<file path="src/rtl/traffic_pkg.sv">
// traffic_pkg: shared definitions for the traffic sensor conditioner.
// Holds the channel state encoding, parameter defaults, counter widths
// and a saturating increment helper for the vehicle counters.
package traffic_pkg;

    localparam int unsigned DEB_CYCLES_DEF   = 4;
    localparam int unsigned HOLD_CYCLES_DEF  = 8;
    localparam int unsigned STUCK_CYCLES_DEF = 1000;

    localparam int CNT_W = 16;
    localparam int VEH_W = 8;

    typedef enum logic [2:0] {
        ST_IDLE     = 3'd0,
        ST_QUAL_ON  = 3'd1,
        ST_PRESENT  = 3'd2,
        ST_QUAL_OFF = 3'd3,
        ST_FAULT    = 3'd4
    } chan_state_t;

    function automatic logic [VEH_W-1:0] sat_inc(input logic [VEH_W-1:0] v);
        return (v == {VEH_W{1'b1}}) ? v : v + 1'b1;
    endfunction

endpackage

</file>
<file path="src/rtl/sensor_chan.sv">
// sensor_chan: one approach of the traffic sensor conditioner.
// Synchronizes the raw loop-detector level, debounces arrival and
// departure, detects a stuck detector and counts vehicle arrivals.
//
// Ports:
//   clk      system clock, rising edge
//   rst      asynchronous reset, active low
//   raw      asynchronous loop-detector level
//   clr_cnt  synchronous clear of the vehicle counter
//   t        conditioned traffic-present (registered)
//   fault    stuck-detector flag (registered)
//   cnt      saturating vehicle arrival count
//
// state    | meaning
// IDLE     | no traffic, waiting for a high sample
// QUAL_ON  | counting consecutive high samples toward DEB_CYCLES
// PRESENT  | traffic declared, counting continuous-high samples for stuck
// QUAL_OFF | counting consecutive low samples toward HOLD_CYCLES
// FAULT    | detector stuck, traffic assumed until HOLD_CYCLES lows
module sensor_chan
    import traffic_pkg::*;
#(
    parameter int unsigned DEB_CYCLES   = DEB_CYCLES_DEF,
    parameter int unsigned HOLD_CYCLES  = HOLD_CYCLES_DEF,
    parameter int unsigned STUCK_CYCLES = STUCK_CYCLES_DEF
) (
    input  logic             clk,
    input  logic             rst,
    input  logic             raw,
    input  logic             clr_cnt,
    output logic             t,
    output logic             fault,
    output logic [VEH_W-1:0] cnt
);

    localparam logic [CNT_W-1:0] DEB_C   = CNT_W'(DEB_CYCLES);
    localparam logic [CNT_W-1:0] HOLD_C  = CNT_W'(HOLD_CYCLES);
    localparam logic [CNT_W-1:0] STUCK_C = CNT_W'(STUCK_CYCLES);

    logic             sync1;
    logic             raw_s;
    chan_state_t      state;
    logic [CNT_W-1:0] qual_cnt;
    logic [CNT_W-1:0] hold_cnt;
    logic [CNT_W-1:0] stuck_cnt;

    always_ff @(posedge clk or negedge rst) begin
        if (!rst) begin
            sync1 <= 1'b0;
            raw_s <= 1'b0;
        end else begin
            sync1 <= raw;
            raw_s <= sync1;
        end
    end

    // Compares use "count + 1 >= limit" so the transition happens on the
    // very edge whose sample completes the run, giving the 2+N latency.
    always_ff @(posedge clk or negedge rst) begin
        if (!rst) begin
            state     <= ST_IDLE;
            qual_cnt  <= '0;
            hold_cnt  <= '0;
            stuck_cnt <= '0;
            t         <= 1'b0;
            fault     <= 1'b0;
            cnt       <= '0;
        end else begin
            case (state)
                ST_IDLE: begin
                    t     <= 1'b0;
                    fault <= 1'b0;
                    if (raw_s) begin
                        if (DEB_C <= CNT_W'(1)) begin
                            state     <= ST_PRESENT;
                            t         <= 1'b1;
                            stuck_cnt <= '0;
                            cnt       <= sat_inc(cnt);
                        end else begin
                            state    <= ST_QUAL_ON;
                            qual_cnt <= CNT_W'(1);
                        end
                    end
                end

                ST_QUAL_ON: begin
                    if (!raw_s) begin
                        state    <= ST_IDLE;
                        qual_cnt <= '0;
                    end else if (qual_cnt + CNT_W'(1) >= DEB_C) begin
                        state     <= ST_PRESENT;
                        t         <= 1'b1;
                        qual_cnt  <= '0;
                        stuck_cnt <= '0;
                        cnt       <= sat_inc(cnt);
                    end else begin
                        qual_cnt <= qual_cnt + CNT_W'(1);
                    end
                end

                ST_PRESENT: begin
                    if (!raw_s) begin
                        if (HOLD_C <= CNT_W'(1)) begin
                            state <= ST_IDLE;
                            t     <= 1'b0;
                        end else begin
                            state    <= ST_QUAL_OFF;
                            hold_cnt <= CNT_W'(1);
                        end
                    end else if (stuck_cnt + CNT_W'(1) >= STUCK_C) begin
                        state     <= ST_FAULT;
                        fault     <= 1'b1;
                        stuck_cnt <= '0;
                        hold_cnt  <= '0;
                    end else begin
                        stuck_cnt <= stuck_cnt + CNT_W'(1);
                    end
                end

                ST_QUAL_OFF: begin
                    if (raw_s) begin
                        state     <= ST_PRESENT;
                        stuck_cnt <= '0;
                        hold_cnt  <= '0;
                    end else if (hold_cnt + CNT_W'(1) >= HOLD_C) begin
                        state    <= ST_IDLE;
                        t        <= 1'b0;
                        hold_cnt <= '0;
                    end else begin
                        hold_cnt <= hold_cnt + CNT_W'(1);
                    end
                end

                ST_FAULT: begin
                    t <= 1'b1;
                    if (raw_s) begin
                        hold_cnt <= '0;
                    end else if (hold_cnt + CNT_W'(1) >= HOLD_C) begin
                        state    <= ST_IDLE;
                        t        <= 1'b0;
                        fault    <= 1'b0;
                        hold_cnt <= '0;
                    end else begin
                        hold_cnt <= hold_cnt + CNT_W'(1);
                    end
                end

                default: begin
                    state <= ST_IDLE;
                    t     <= 1'b0;
                    fault <= 1'b0;
                end
            endcase

            // Clear wins over a coincident arrival increment.
            if (clr_cnt) begin
                cnt <= '0;
            end
        end
    end

endmodule

</file>
<file path="src/rtl/traffic_sensor_cond.sv">
// traffic_sensor_cond: two independent approach channels (A and B) that
// turn raw loop-detector levels into clean traffic-present signals,
// stuck-detector flags and saturating vehicle counts.
//
// Ports:
//   clk            system clock, rising edge
//   rst            asynchronous reset, active low
//   raw_a, raw_b   asynchronous loop-detector levels
//   clr_cnt        synchronous clear of both vehicle counters
//   ta, tb         conditioned traffic-present per approach
//   cnt_a, cnt_b   vehicle arrival counts (saturate at 255)
//   fault_a/b      stuck-detector flag per approach
module traffic_sensor_cond
    import traffic_pkg::*;
#(
    parameter int unsigned DEB_CYCLES   = DEB_CYCLES_DEF,
    parameter int unsigned HOLD_CYCLES  = HOLD_CYCLES_DEF,
    parameter int unsigned STUCK_CYCLES = STUCK_CYCLES_DEF
) (
    input  logic             clk,
    input  logic             rst,
    input  logic             raw_a,
    input  logic             raw_b,
    input  logic             clr_cnt,
    output logic             ta,
    output logic             tb,
    output logic [VEH_W-1:0] cnt_a,
    output logic [VEH_W-1:0] cnt_b,
    output logic             fault_a,
    output logic             fault_b
);

    sensor_chan #(
        .DEB_CYCLES   (DEB_CYCLES),
        .HOLD_CYCLES  (HOLD_CYCLES),
        .STUCK_CYCLES (STUCK_CYCLES)
    ) u_chan_a (
        .clk     (clk),
        .rst     (rst),
        .raw     (raw_a),
        .clr_cnt (clr_cnt),
        .t       (ta),
        .fault   (fault_a),
        .cnt     (cnt_a)
    );

    sensor_chan #(
        .DEB_CYCLES   (DEB_CYCLES),
        .HOLD_CYCLES  (HOLD_CYCLES),
        .STUCK_CYCLES (STUCK_CYCLES)
    ) u_chan_b (
        .clk     (clk),
        .rst     (rst),
        .raw     (raw_b),
        .clr_cnt (clr_cnt),
        .t       (tb),
        .fault   (fault_b),
        .cnt     (cnt_b)
    );

endmodule

</file>
<file path="config.mk">
export PLATFORM = sky130hd
export DESIGN_NAME = traffic_sensor_cond
export DESIGN_NICKNAME = d
export VERILOG_FILES = /design/src/rtl/traffic_pkg.sv /design/src/rtl/sensor_chan.sv /design/src/rtl/traffic_sensor_cond.sv
export SDC_FILE = /design/constraint.sdc
export NUM_CORES = 1
export LEC_CHECK = 0
export ABC_AREA = 1
export CAP_MARGIN = 5
export CELL_PAD_IN_SITES_DETAIL_PLACEMENT = 1
export CELL_PAD_IN_SITES_GLOBAL_PLACEMENT = 1
export CORE_UTILIZATION = 45
export CTS_CLUSTER_SIZE = 20
export DETAILED_ROUTE_END_ITERATION = 10
export PLACE_DENSITY = 0.82
export REMOVE_ABC_BUFFERS = 1
export SYNTH_ARGS = -nofsm -noshare
export SYNTH_HDL_FRONTEND = slang
export SYNTH_SLANG_ARGS = --single-unit
export TNS_END_PERCENT = 30
</file>
<file path="constraint.sdc">
create_clock -name clk -period 2.75 [get_ports clk]
set_clock_uncertainty 0.2 [all_clocks]
set_input_delay 0.4125 -clock clk [delete_from_list [all_inputs] [get_ports clk]]
set_output_delay 0.4125 -clock clk [all_outputs]
set_load 0.05 [all_outputs]
</file>
======== After elaboration in Yosys (flattened, before gate mapping) ========
Index checks and enable logic that the tools add are counted.
storage, ports and cells
  register bits ........................... 126
  input bits .............................. 5
  output and inout bits ................... 20
  word-level logic and storage cells ...... 182
cells by class
  $add $sub $neg .......................... 8
  order comparisons ....................... 6
  equality and inequality tests ........... 36
  multiplexer cells ....................... 78
  bitwise logic cells ..................... 4
  reductions and logical operators ........ 32
operator list
  operator                 count
  $mux W16                 24
  $pmux W16 S2             4
  $add A16 B1 Y16 const B  6
  $pmux W16 S3             2
  $mux W8                  10
  $mux W3                  16
  $ge A16 B10 Y1 const B   2
  $ge A16 B3 Y1 const B    2
  $ge A16 B4 Y1 const B    2
  $ne A2 B1 Y1 const B     16
  $pmux W3 S5              2
  $reduce_and A5 Y1        6
  $reduce_bool A2 Y1       10
  $add A8 B1 Y8 const B    2
  $eq A8 B8 Y1 const B     2
  $mux W1                  16
  $reduce_and A4 Y1        4
  $eq A3 B2 Y1 const B     4
  $ne A2 B2 Y1 const B     6
  $ne A3 B3 Y1 const B     4
  $pmux W1 S4              2
  $reduce_and A2 Y1        4
  $reduce_or A2 Y1         4
  $eq A3 B1 Y1 const B     2
  other kinds (5)          12

======== Longest topological paths before layout ========
  depth after elaboration ................. 6
  gate-level depth with buffers ........... 17
  depth with buffers taken out ............ 16

======== Cells and area by module ========
From an unflattened synthesis, not the netlist that was laid out.
unflattened totals
  cells, all modules ...................... 1167
  area total of the unflattened synthesis .. 8065.2 um^2
modules (own cells, without submodules)
  module                   times used  cells an instance  area an instance (um^2)  seq. area each (um^2)
  sensor_chan at u_chan_b  1           583                4042.6                   1576.5
  sensor_chan at u_chan_a  1           584                4022.6                   1576.5

======== Worst setup path after synthesis ========
OpenSTA, ideal clock, no wires.
  path kind ............................... reg2reg
  start ................................... reg u_chan_a.qual_cnt[0]
  end ..................................... reg u_chan_a.stuck_cnt[0]
  setup time .............................. 0.117 ns
  arrival ................................. 1.794 ns
  data required time ...................... 2.433 ns
  path slack .............................. 0.639 ns
  stages on the path, launching flop included .. 14
  path buffers ............................ 1
  clock period less this slack ............ 2.111 ns
  path through ............................ dfrtp_1 > ha_1 > nand2_1 > nor2_2 > nand3_1 > nand2_1 > nand2_1 > nor3_2 > nand4_1 > nand2_2 > inv_2 > buf_6 > nor2_2 > nor2_1
on the way
  longest elaborated chain between the ends .. 4
RTL lines
  element                             line                source
  from (decl)                         sensor_chan.sv:43   logic [CNT_W-1:0] qual_cnt;
  from (signal assigned)              sensor_chan.sv:97   qual_cnt <= qual_cnt + CNT_W'(1);
  $add A16 B1 Y16                     sensor_chan.sv:90   end else if (qual_cnt + CNT_W'(1) >= DEB_C) begin
  $ge A16 B3 Y1                       sensor_chan.sv:90
  $ne A2 B1 Y1 (no source line)       --
  $reduce_and A5 Y1 (no source line)  --
  to (signal assigned)                sensor_chan.sv:116  stuck_cnt <= stuck_cnt + CNT_W'(1);
  to (decl)                           sensor_chan.sv:45   logic [CNT_W-1:0] stuck_cnt;
No other way between the ends.
A chain may end at the register's enable or synchronous reset.

======== Worst setup path in the final report ========
  start ................................... reg u_chan_a.qual_cnt[0]
  end ..................................... reg u_chan_a.stuck_cnt[3]
The elaborated chain is that of the path after synthesis.

==> results.json <==
{
  "yosysWarnings": 0,
  "numCtsBuffers": 17,
  "nets": 1189,
  "rows": 47,
  "worstSkewPairLatency_ns": 0.43,
  "core_area_sq_um": 16760,
  "max_slew.worst_pin.slew_ns": 0.6075,
  "seq_area_frac_synth_pct": 40.38,
  "die_x_microns": 133.7,
  "hp-class": "reg -> reg",
  "setup_tns_ns": 0,
  "detail-route-antenna-nets": 0,
  "die_h_microns": 133.7,
  "cp.arrival_ns": 2.68,
  "area_growth_pct": 15.67,
  "vdd_drop_max_uv": 501.7,
  "regToRegEndpoint": "u_chan_a.stuck_cnt[3]",
  "rsz0062_at_grt": "yes",
  "ys_seq_elements": 126,
  "grt_max_degree": 59,
  "grt_pass1_wl_microns": 36480,
  "status": "completed",
  "cts_root_buffer": "clkbuf_16",
  "htree_levels": 4,
  "grt_use_total_pct": 25.44,
  "drc": 0,
  "via_per_inst": 5.158,
  "fill_cells": 2209,
  "regArea_sq_um": 3153,
  "setup.worst_path.end_class": "register",
  "cts_sinks": 126,
  "overflow": 0,
  "hp-start": "u_chan_b.sync1",
  "clock_path_buffers": 2,
  "crit-reg2reg-launch": "u_chan_a.qual_cnt[0]",
  "first_global_vias": 7734,
  "final_cell_mix": "nand2_1 (359), nor2_1 (173), inv_1 (136)",
  "multi_input_area_sq_um": 4051,
  "yosysTopAreaCell": "dfrtp_1",
  "synth_area_sq_um": 7809,
  "fmax_mhz": 388.3,
  "hold_violations": 0,
  "drtIter0Drc": 283,
  "post_route_cells_drive_above_1_share_pct": 10.11,
  "antenna_found_initial": 0,
  "worstSetupPathType": "reg -> reg",
  "whs_ns": 0.1536,
  "leakagePower_nw": 4.284,
  "synth-edff-count": 0,
  "reg2reg_slack_ns": 0.17,
  "fin_cells": 1407,
  "cts_tree": "yes",
  "portBuffers": 24,
  "maxCapViolCount": 0,
  "total_power_mw": 6.392,
  "holdPathStages": 0,
  "netlist-cell-type-count": 34,
  "drt_wl_total_microns": 21050,
  "power_density_nw_per_um2": 707.6,
  "die_area_sq_um": 17880,
  "layout_commonest_cell": "nand2_1",
  "dp_hpwl_microns": 15200,
  "vias": 7257,
  "synth_area_leaders": "dfrtp_1 (40%), nand2_1 (17%), nor2_1 (8.5%)",
  "hold_end": "u_chan_b.raw_s",
  "place_inst": 1373,
  "r2r_cells": 12,
  "fin_ws_ns": 0.1749,
  "antenna_cells": 0,
  "wl_per_cell_microns": 14.96,
  "drtPass1Iterations": 4,
  "start_util_pct": 46.59,
  "post-place-ws_ns": 0.01214,
  "slew-limit-headroom_pct": 59.25,
  "clk_pin_slew_worst_paths_ns": 0.06,
  "cp-start-kind": "register",
  "critPathRequiredTime_ns": 2.86,
  "async_flop_share_pct": 100.0,
  "syn_avg_cell_area_sq_um": 6.886,
  "ys.flop_type": "dfrtp_1",
  "crit_path_max_fanout": 14,
  "gp_congestion": 0.8278,
  "io_pins": 25,
  "min_period_over_period_pct": 93.64,
  "finalSetupViolations": 0,
  "post-route-min-period_ns": 2.575,
  "final_max_slew_viol_count": 0,
  "synth_top_area_share_pct": 40.38,
  "syn_inst": 1134
}
## synth_stat cells, types with 3 or more instances
cell        n
nor2_4      5
dfrtp_1   126
nand4_1    43
clkbuf_1    6
nor2_1    176
xnor2_1     3
nand2_2    15
xor2_1     28
a21oi_1     5
nor2_2     36
inv_1     136
nor3_1      8
nand3_1    94
clkinv_1    4
buf_4       3
nand3_2     4
ha_1       10
o21ai_0    36
inv_2       8
o31ai_1     6
buf_6       4
nand2_1   359
## through the flow
step	utilization [%]	instance area (sq um)
after floorplan	-	7719
after global placement	49.65	8320
after detailed placement	49.65	8320
after CTS	53.62	8986
after global routing	53.89	9032
final	53.89	9032
## metal layers
layer / vias to the layer above / part of all wire, % / routed length, microns / GRT usage [%]
met5: - / 0 / 0 / 0
met4: 0 / 1.3 / 269 / 8.586
met3: 19 / 2.5 / 529 / 4.338
met2: 57 / 51 / 10790 / 45.68
met1: 3535 / 45 / 9455 / 30.56
li1: 3646 / - / - / -
## how the worst max path moves through the flow
stage,startpoint,end,slack [ns]
floorplan,u_chan_a.qual_cnt[0],u_chan_a.stuck_cnt[3],0.60
global placement,u_chan_a.qual_cnt[0],u_chan_a.stuck_cnt[4],0.12
detailed placement,u_chan_a.qual_cnt[0],u_chan_a.stuck_cnt[3],0.01
CTS,u_chan_a.qual_cnt[0],u_chan_a.stuck_cnt[3],0.04
global route,u_chan_a.qual_cnt[0],u_chan_a.stuck_cnt[3],-0.05
finish,u_chan_a.qual_cnt[0],u_chan_a.stuck_cnt[3],0.17
## state kept, by name, summed over array words and instances, names as in the netlist
signal and cells:
u_chan_b.raw_s 1, u_chan_a.t 1, u_chan_b.t 1, u_chan_a.qual_cnt 16, u_chan_b.state 3, u_chan_b.hold_cnt 16, u_chan_a.cnt 8, u_chan_b.qual_cnt 16
u_chan_b.cnt 8, u_chan_b.fault 1, u_chan_b.sync1 1, u_chan_a.stuck_cnt 16, u_chan_a.sync1 1, u_chan_a.hold_cnt 16, u_chan_a.state 3, u_chan_a.fault 1
u_chan_a.raw_s 1, u_chan_b.stuck_cnt 16
## what timing repair did
action	in CTS	in global routing
gates cloned	0	0
hold endpoints to repair	56	0
hold buffers	1	0
gates resized for setup	1	9
buffers inserted	0	1
setup endpoints to repair	2	32
pin swaps	0	1
## worst max-delay path, stage by stage, from the launching register on
cell and delay [ns]:
dfrtp_1 0.43, ha_1 0.25, nand2_1 0.17, nor2_4 0.18
nand3_1 0.09, nand2_1 0.07, nand2_1 0.08, nor3_4 0.27
nand4_1 0.22, nand2_4 0.19, inv_2 0.15, nand2_1 0.08
o21ai_0 0.07
## final cells by class
cell class                 instances  area share, %
inverter                         148          6.150
timing repair buffer              34          3.809
tap                              220          3.048
clock buffer                      23          5.513
clock inverter                     9          1.718
sequential                       126          34.91
multi-input combinational        847          44.85
## power by group
part	total [mW]	switching (mW)	internal [mW]
combinational	1.74	1.24	0.501
sequential	2.15	0.155	2.00
clock	2.50	0.861	1.64
total	6.39	2.25	4.14
## cell families after synthesis
logic type / after synthesis / share of synthesized area [%]
and+or+nand+nor: 749 / 42.08
buffers and inverters: 161 / 8.268
DFF: 126 / 40.38
AOI/OAI and AO/OA: 57 / 4.198
xor gates and xnor gates: 31 / 3.477
adders and majority gates: 10 / 1.602
Note: power is estimated with default switching activity, not from simulation.
